===== src/rtl/score_bcd_accum_if.sv =====
// Add-request handshake between a score source and score_bcd_accum.
// master drives the request; slave (the accumulator) returns add_ready.
interface score_bcd_accum_if;
  logic       add_valid;
  logic [3:0] add_amt;
  logic       add_ready;

  modport master (output add_valid, output add_amt, input add_ready);
  modport slave  (input add_valid, input add_amt, output add_ready);
endinterface


===== src/rtl/score_bcd_accum.sv =====
// Four-digit BCD score accumulator: one digit per cycle, committed all at once, saturating at 9999.
// Optional macro SCORE_LEADING_ZERO_BLANK_EN enables leading-zero blanking on blank_o.
module score_bcd_accum (
  input  logic                    clk,
  input  logic                    rst_n,
  input  logic                    clear_i,
  score_bcd_accum_if.slave        add_if,
  output logic                    done_o,
  output logic                    sat_o,
  output logic [3:0]              digit0_o,
  output logic [3:0]              digit1_o,
  output logic [3:0]              digit2_o,
  output logic [3:0]              digit3_o,
  output logic [3:0]              blank_o
);

  localparam int unsigned DigitW = 4;
  localparam int unsigned NumDig = 4;
  localparam int unsigned SumW   = DigitW + 1;

  typedef enum logic [1:0] {IDLE, ADD, COMMIT} state_e;

  state_e                           state_q;
  logic [1:0]                       idx_q;
  logic [DigitW-1:0]                amt_q;
  logic [NumDig-1:0][DigitW-1:0]    work_q;
  logic [NumDig-1:0][DigitW-1:0]    score_q;
  logic                             carry_q;
  logic                             done_q;
  logic                             sat_q;
  logic                             ready_q;

  logic [DigitW-1:0]                operand_c;
  logic [SumW-1:0]                  digit_sum_c;
  logic [DigitW-1:0]                digit_d;
  logic                             carry_d;
  logic [DigitW-1:0]                amt_clamped_c;

  // Single-digit BCD adder for the digit currently selected by idx_q.
  always_comb begin
    operand_c   = (idx_q == 2'd0) ? amt_q : '0;
    digit_sum_c = SumW'(work_q[idx_q]) + SumW'(operand_c) + SumW'(carry_q);
    digit_d     = DigitW'(digit_sum_c);
    carry_d     = 1'b0;
    if (digit_sum_c > SumW'(9)) begin
      digit_d = DigitW'(digit_sum_c - SumW'(10));
      carry_d = 1'b1;
    end
  end

  assign amt_clamped_c = (add_if.add_amt > DigitW'(9)) ? DigitW'(9) : add_if.add_amt;

  always_ff @(posedge clk) begin
    if (!rst_n) begin
      state_q <= IDLE;
      idx_q   <= '0;
      amt_q   <= '0;
      work_q  <= '0;
      score_q <= '0;
      carry_q <= 1'b0;
      done_q  <= 1'b0;
      sat_q   <= 1'b0;
      ready_q <= 1'b1;
    end else if (clear_i) begin
      state_q <= IDLE;
      idx_q   <= '0;
      work_q  <= '0;
      score_q <= '0;
      carry_q <= 1'b0;
      done_q  <= 1'b0;
      sat_q   <= 1'b0;
      ready_q <= 1'b1;
    end else begin
      done_q <= 1'b0;
      case (state_q)
        IDLE: begin
          if (add_if.add_valid) begin
            state_q <= ADD;
            ready_q <= 1'b0;
            idx_q   <= '0;
            amt_q   <= amt_clamped_c;
            work_q  <= score_q;
            carry_q <= 1'b0;
          end
        end
        ADD: begin
          work_q[idx_q] <= digit_d;
          carry_q       <= carry_d;
          idx_q         <= idx_q + 2'd1;
          if (idx_q == 2'd3) state_q <= COMMIT;
        end
        COMMIT: begin
          // A carry out of the thousands digit pins the score at 9999.
          if (carry_q) begin
            score_q <= {NumDig{DigitW'(9)}};
            sat_q   <= 1'b1;
          end else begin
            score_q <= work_q;
          end
          done_q  <= 1'b1;
          ready_q <= 1'b1;
          state_q <= IDLE;
        end
        default: begin
          state_q <= IDLE;
          ready_q <= 1'b1;
        end
      endcase
    end
  end

  assign add_if.add_ready = ready_q;
  assign done_o           = done_q;
  assign sat_o            = sat_q;
  assign digit0_o         = score_q[0];
  assign digit1_o         = score_q[1];
  assign digit2_o         = score_q[2];
  assign digit3_o         = score_q[3];

`ifdef SCORE_LEADING_ZERO_BLANK_EN
  // A digit blanks only when it and every higher digit are zero; ones never blank.
  logic [3:0] blank_c;
  always_comb begin
    blank_c    = '0;
    blank_c[3] = (score_q[3] == '0);
    blank_c[2] = blank_c[3] && (score_q[2] == '0);
    blank_c[1] = blank_c[2] && (score_q[1] == '0);
  end
  assign blank_o = blank_c;
`else
  assign blank_o = 4'b0000;
`endif

endmodule


===== src/flat_wrapper.sv =====
// flat-port wrapper written by rule: the top's interface ports become plain ports
module score_bcd_accum_flat 
  (clk, rst_n, clear_i, done_o, sat_o, digit0_o, digit1_o, digit2_o, digit3_o, blank_o, add_if_add_valid, add_if_add_amt, add_if_add_ready);
  score_bcd_accum_if add_if_i ();
  input  logic clk;
  input  logic rst_n;
  input  logic clear_i;
  output logic done_o;
  output logic sat_o;
  output logic [3:0] digit0_o;
  output logic [3:0] digit1_o;
  output logic [3:0] digit2_o;
  output logic [3:0] digit3_o;
  output logic [3:0] blank_o;
  input wire logic [$bits(add_if_i.add_valid)-1:0] add_if_add_valid;
  input wire logic [$bits(add_if_i.add_amt)-1:0] add_if_add_amt;
  output wire logic [$bits(add_if_i.add_ready)-1:0] add_if_add_ready;
  assign add_if_i.add_valid = add_if_add_valid;
  assign add_if_i.add_amt = add_if_add_amt;
  assign add_if_add_ready = add_if_i.add_ready;
  score_bcd_accum u_core (.clk(clk), .rst_n(rst_n), .clear_i(clear_i), .add_if(add_if_i), .done_o(done_o), .sat_o(sat_o), .digit0_o(digit0_o), .digit1_o(digit1_o), .digit2_o(digit2_o), .digit3_o(digit3_o), .blank_o(blank_o));
endmodule

===== config.mk =====
export PLATFORM = sky130hd
export DESIGN_NAME = score_bcd_accum_flat
export DESIGN_NICKNAME = d
export VERILOG_FILES = /design/src/rtl/score_bcd_accum_if.sv /design/src/rtl/score_bcd_accum.sv /design/src/flat_wrapper.sv
export SDC_FILE = /design/constraint.sdc
export NUM_CORES = 1
export LEC_CHECK = 0
export ABC_AREA = 1
export CORE_MARGIN = 10
export CORE_UTILIZATION = 25
export CTS_CLUSTER_DIAMETER = 120
export DETAILED_ROUTE_END_ITERATION = 6
export GPL_TIMING_DRIVEN = 0
export SYNTH_ARGS = -nofsm -noshare
export SYNTH_HDL_FRONTEND = slang
export SYNTH_SLANG_ARGS = --single-unit

===== constraint.sdc =====
create_clock -name clk -period 2.9 [get_ports clk]
set_input_delay 0.435 -clock clk [delete_from_list [all_inputs] [get_ports clk]]
set_output_delay 0.435 -clock clk [all_outputs]
set_load 0.005 [all_outputs]

==> results.toml <==
[grt]
grt_util_all_layers_pct = 9.618
grt_start_max_net_pins = 16
wire_length_of_the_first_global_routing_pass_um = 10360
antenna_found_initial = 0
grt_pass1_vias = 2124
grt_residual_overflow = 0

[worst_setup_path]
timing.critical_path.from = "u_core.idx_q[0]$_SDFFE_PP0P_"
timing.critical_path.required_ps = 3140
worst_path_max_fanout = 8
cp-start-kind = "flop"
cp_slowest_stage_delay_ps = 440
worstPathCellList = "clkinvlp_4, nand2_1, a32o_2, fa_2, inv_2, fa_1, inv_2, ha_4, nand2_1, a21boi_2, nand2_2, nand2_4, nand2_4, nand3_2, a21oi_2"
crit_type = "reg2reg"
worst_ep_arrival_time_ps = 3010
critical_path.endpoint_type = "flop"
crit_slowest_cell = "sky130_fd_sc_hd__fa_1"
r2r_path_start = "u_core.idx_q[0]$_SDFFE_PP0P_"
cp_top_family = "adder cells"
critPathBufInv = 3

[sta]
final-hold-violation-count = 0
postLayoutSetupSlackWorst_ps = 133.0
hold_ws_ps = 469.0
tightest_slew_ps = 533.1
slew_headroom_pct = 64.42
report.final.slew_viol_count = 0
skew_ps = 13.92
post-route-min-period_ps = 2767
crit_share_post_route_pct = 95.41
finalSetupViolCount = 0
clock.fmax_mhz = 361.4

[clocking]
cts-root-buf = "sky130_fd_sc_hd__clkbuf_8"
tritoncts = "done"
clockBufferDepth = 2
clkSlewWorstSetupHoldPaths_ps = 80
cts_sinks = 44
cts_buffers = 5
cts_htree_levels = 2
clock_insertion_delay_worst_skew_ps = 320

[route]
wl_um = 6458
routed_wirelength_normalized_by_instance_count_um = 13.98
post-route-drc-count = 0
route.antenna.remaining_nets = 0
via_count = 2231
avgViaCountPerCell = 4.829
dr.first_iter.drc_count = 165
drt_first_pass_iters = 5

[logic_synthesis]
ys_types = 30
yosysWarnings = 0
dominantRegCellSynth = "sky130_fd_sc_hd__dfxtp_1"
seq_area_frac_synth_pct = 38.94
netlist_instances = 307
ys_seq_elements = 44
ys_async_sr_fraction_pct = 0
post_synth_instance_area_sq_um = 2262
postSynthAreaPerCell_sq_um = 7.369
synth_edf_count = 0

[placed_design]
portBuffers = 26
dpl_cell_area_sq_um = 2669
dpl_worst_slack_ps = -305.1
placer_congestion = 0.8791
hpwlAfterDp_um = 4851

[power]
p_switching_mw = 0.3654
vdd.ir_drop.worst_mv = 0.2285
power_switching_share_pct = 27.73
power.density_cell_area_nw_per_um2 = 442.7
finalPower_mw = 1.318
combinationalPowerShare_pct = 15.0
cellInternalPower_mw = 0.9522
portion_of_total_power_attributed_to_sequential_cells_pct = 47.5
total_leakage_power_nw = 1.179
power_frac_clock_pct = 37.6

[floorplanning]
die_width_um = 115.1
placementRows = 34
coreArea_sq_um = 8763
top_level_ports = 31
dieArea_sq_um = 13250
start_util_pct = 25.81
die-height_um = 115.1

[layout]
final_core_utilization_pct = 33.97
final_cell_area_sq_um = 2977
layout-drive-gt1-share_pct = 22.32
layout.cells.most_common = "sky130_fd_sc_hd__a21oi_1"
n_antenna_cell = 0
layout.cells.most_common_list = "sky130_fd_sc_hd__a21oi_1, sky130_fd_sc_hd__nand2_1, sky130_fd_sc_hd__dfxtp_1"
area_delta_synth_final_pct = 31.58
final_nets = 371

[min_path]
hp-start = "u_core.amt_q[3]$_SDFFE_PN0P_"
hold_class = "reg2reg"

[run]
cap_violations = 0

[status]
status = "finished, final reports clean"
state kept, by name, summed over array words and instances (netlist names):
name and flops:
u_core.idx_q 2, u_core.done_o 1, u_core.sat_o 1, u_core.amt_q 4
u_core.digit1_o 4, u_core.carry_q 1, u_core.work_q 16, u_core.state_q 2
u_core.digit0_o 4, u_core.digit2_o 4, u_core.digit3_o 4, u_core.add_if.add_ready 1
power groups by stage:
| stage | Clock (mW) | Sequential [mW] | Combinational, mW |
|---|---|---|---|
| 2_1_floorplan | 0 | 0.636 | 0.116 |
| 3_3_place_gp | 0 | 0.639 | 0.156 |
| 3_5_place_dp | 0 | 0.639 | 0.159 |
| 4_1_cts | 0.497 | 0.625 | 0.167 |
| 5_1_grt | 0.526 | 0.627 | 0.217 |
| 6_report | 0.495 | 0.625 | 0.197 |
routing by layer:
layer / routed length [um] / vias to the layer above / GRT usage, %
met4: 88 / 0 / 2.228
met2: 3037 / 79 / 15.65
met1: 2788 / 1030 / 11.62
met5: 0 / - / 0
met3: 544 / 8 / 3.854
li1: - / 1114 / -
per-stage QoR:
stage | cells | setup TNS (ps)
final | 462 | 0
after global routing | 462 | -8.728
after CTS | 455 | 0
after detailed placement | 444 | -3730
after global placement | 444 | -3206
after floorplan | 310 | 0
what timing repair did:
item | CTS | global route
endpoints found under the setup margin | 13 | 13
pin swaps | 2 | 10
hold buffers | 0 | 0
resized for setup | 9 | 23
buffers inserted | 3 | 8
Yosys cell counts (4+ instances only):
master,instances,share of area (%)
sky130_fd_sc_hd__a21oi_1,50,11
sky130_fd_sc_hd__buf_4,5,1.7
sky130_fd_sc_hd__clkbuf_1,4,0.66
sky130_fd_sc_hd__dfxtp_1,44,39
sky130_fd_sc_hd__ha_1,8,4.4
sky130_fd_sc_hd__inv_1,19,3.2
sky130_fd_sc_hd__inv_2,9,1.5
sky130_fd_sc_hd__nand2_1,47,7.8
sky130_fd_sc_hd__nand2_2,8,2.2
sky130_fd_sc_hd__nand3_1,32,7.1
sky130_fd_sc_hd__nor2_1,16,2.7
sky130_fd_sc_hd__nor2_2,4,1.1
sky130_fd_sc_hd__nor2_4,4,2.0
sky130_fd_sc_hd__o21ai_0,30,6.6
tightest hold or removal path: cells and delay by family, from the launching register on:
| family | cells | cell delay (ps) |
|---|---|---|
| AO/OA/AOI/OAI | 1 | 50 |
| AND/OR/NAND/NOR | 1 | 60 |
| flip-flops | 1 | 320 |
path summary, 6_finish.rpt:
check / end / slack (ps) / cells past startpoint
worst max-delay path: u_core.work_q[9]$_SDFFE_PP0P_ / 130 / 15
worst min-delay path: u_core.amt_q[3]$_SDFFE_PN0P_ / 470 / 2
worst max register to register: u_core.work_q[9]$_SDFFE_PP0P_ / 130 / 15
worst min register to register: u_core.amt_q[3]$_SDFFE_PN0P_ / 470 / 2
layout make-up:
cell class	count	area, sq um
fill	923	5787
multi-input combinational	221	1289
sequential	44	885.9
timing repair buffer	37	342.8
tap	108	135.1
inverter	33	131.4
buffer	11	77.57
clock buffer	5	68.82
clock inverter	3	46.29
cells by family after synthesis:
group	Yosys count	synth area share, %
AOI/OAI and AO/OA	94	22.34
adders and majority gates	10	6.195
buffers and inverters	45	8.739
DFF	44	38.94
other	1	0.1658
and+or+nand+nor	113	23.62
Note: power is estimated with default switching activity, not from simulation.
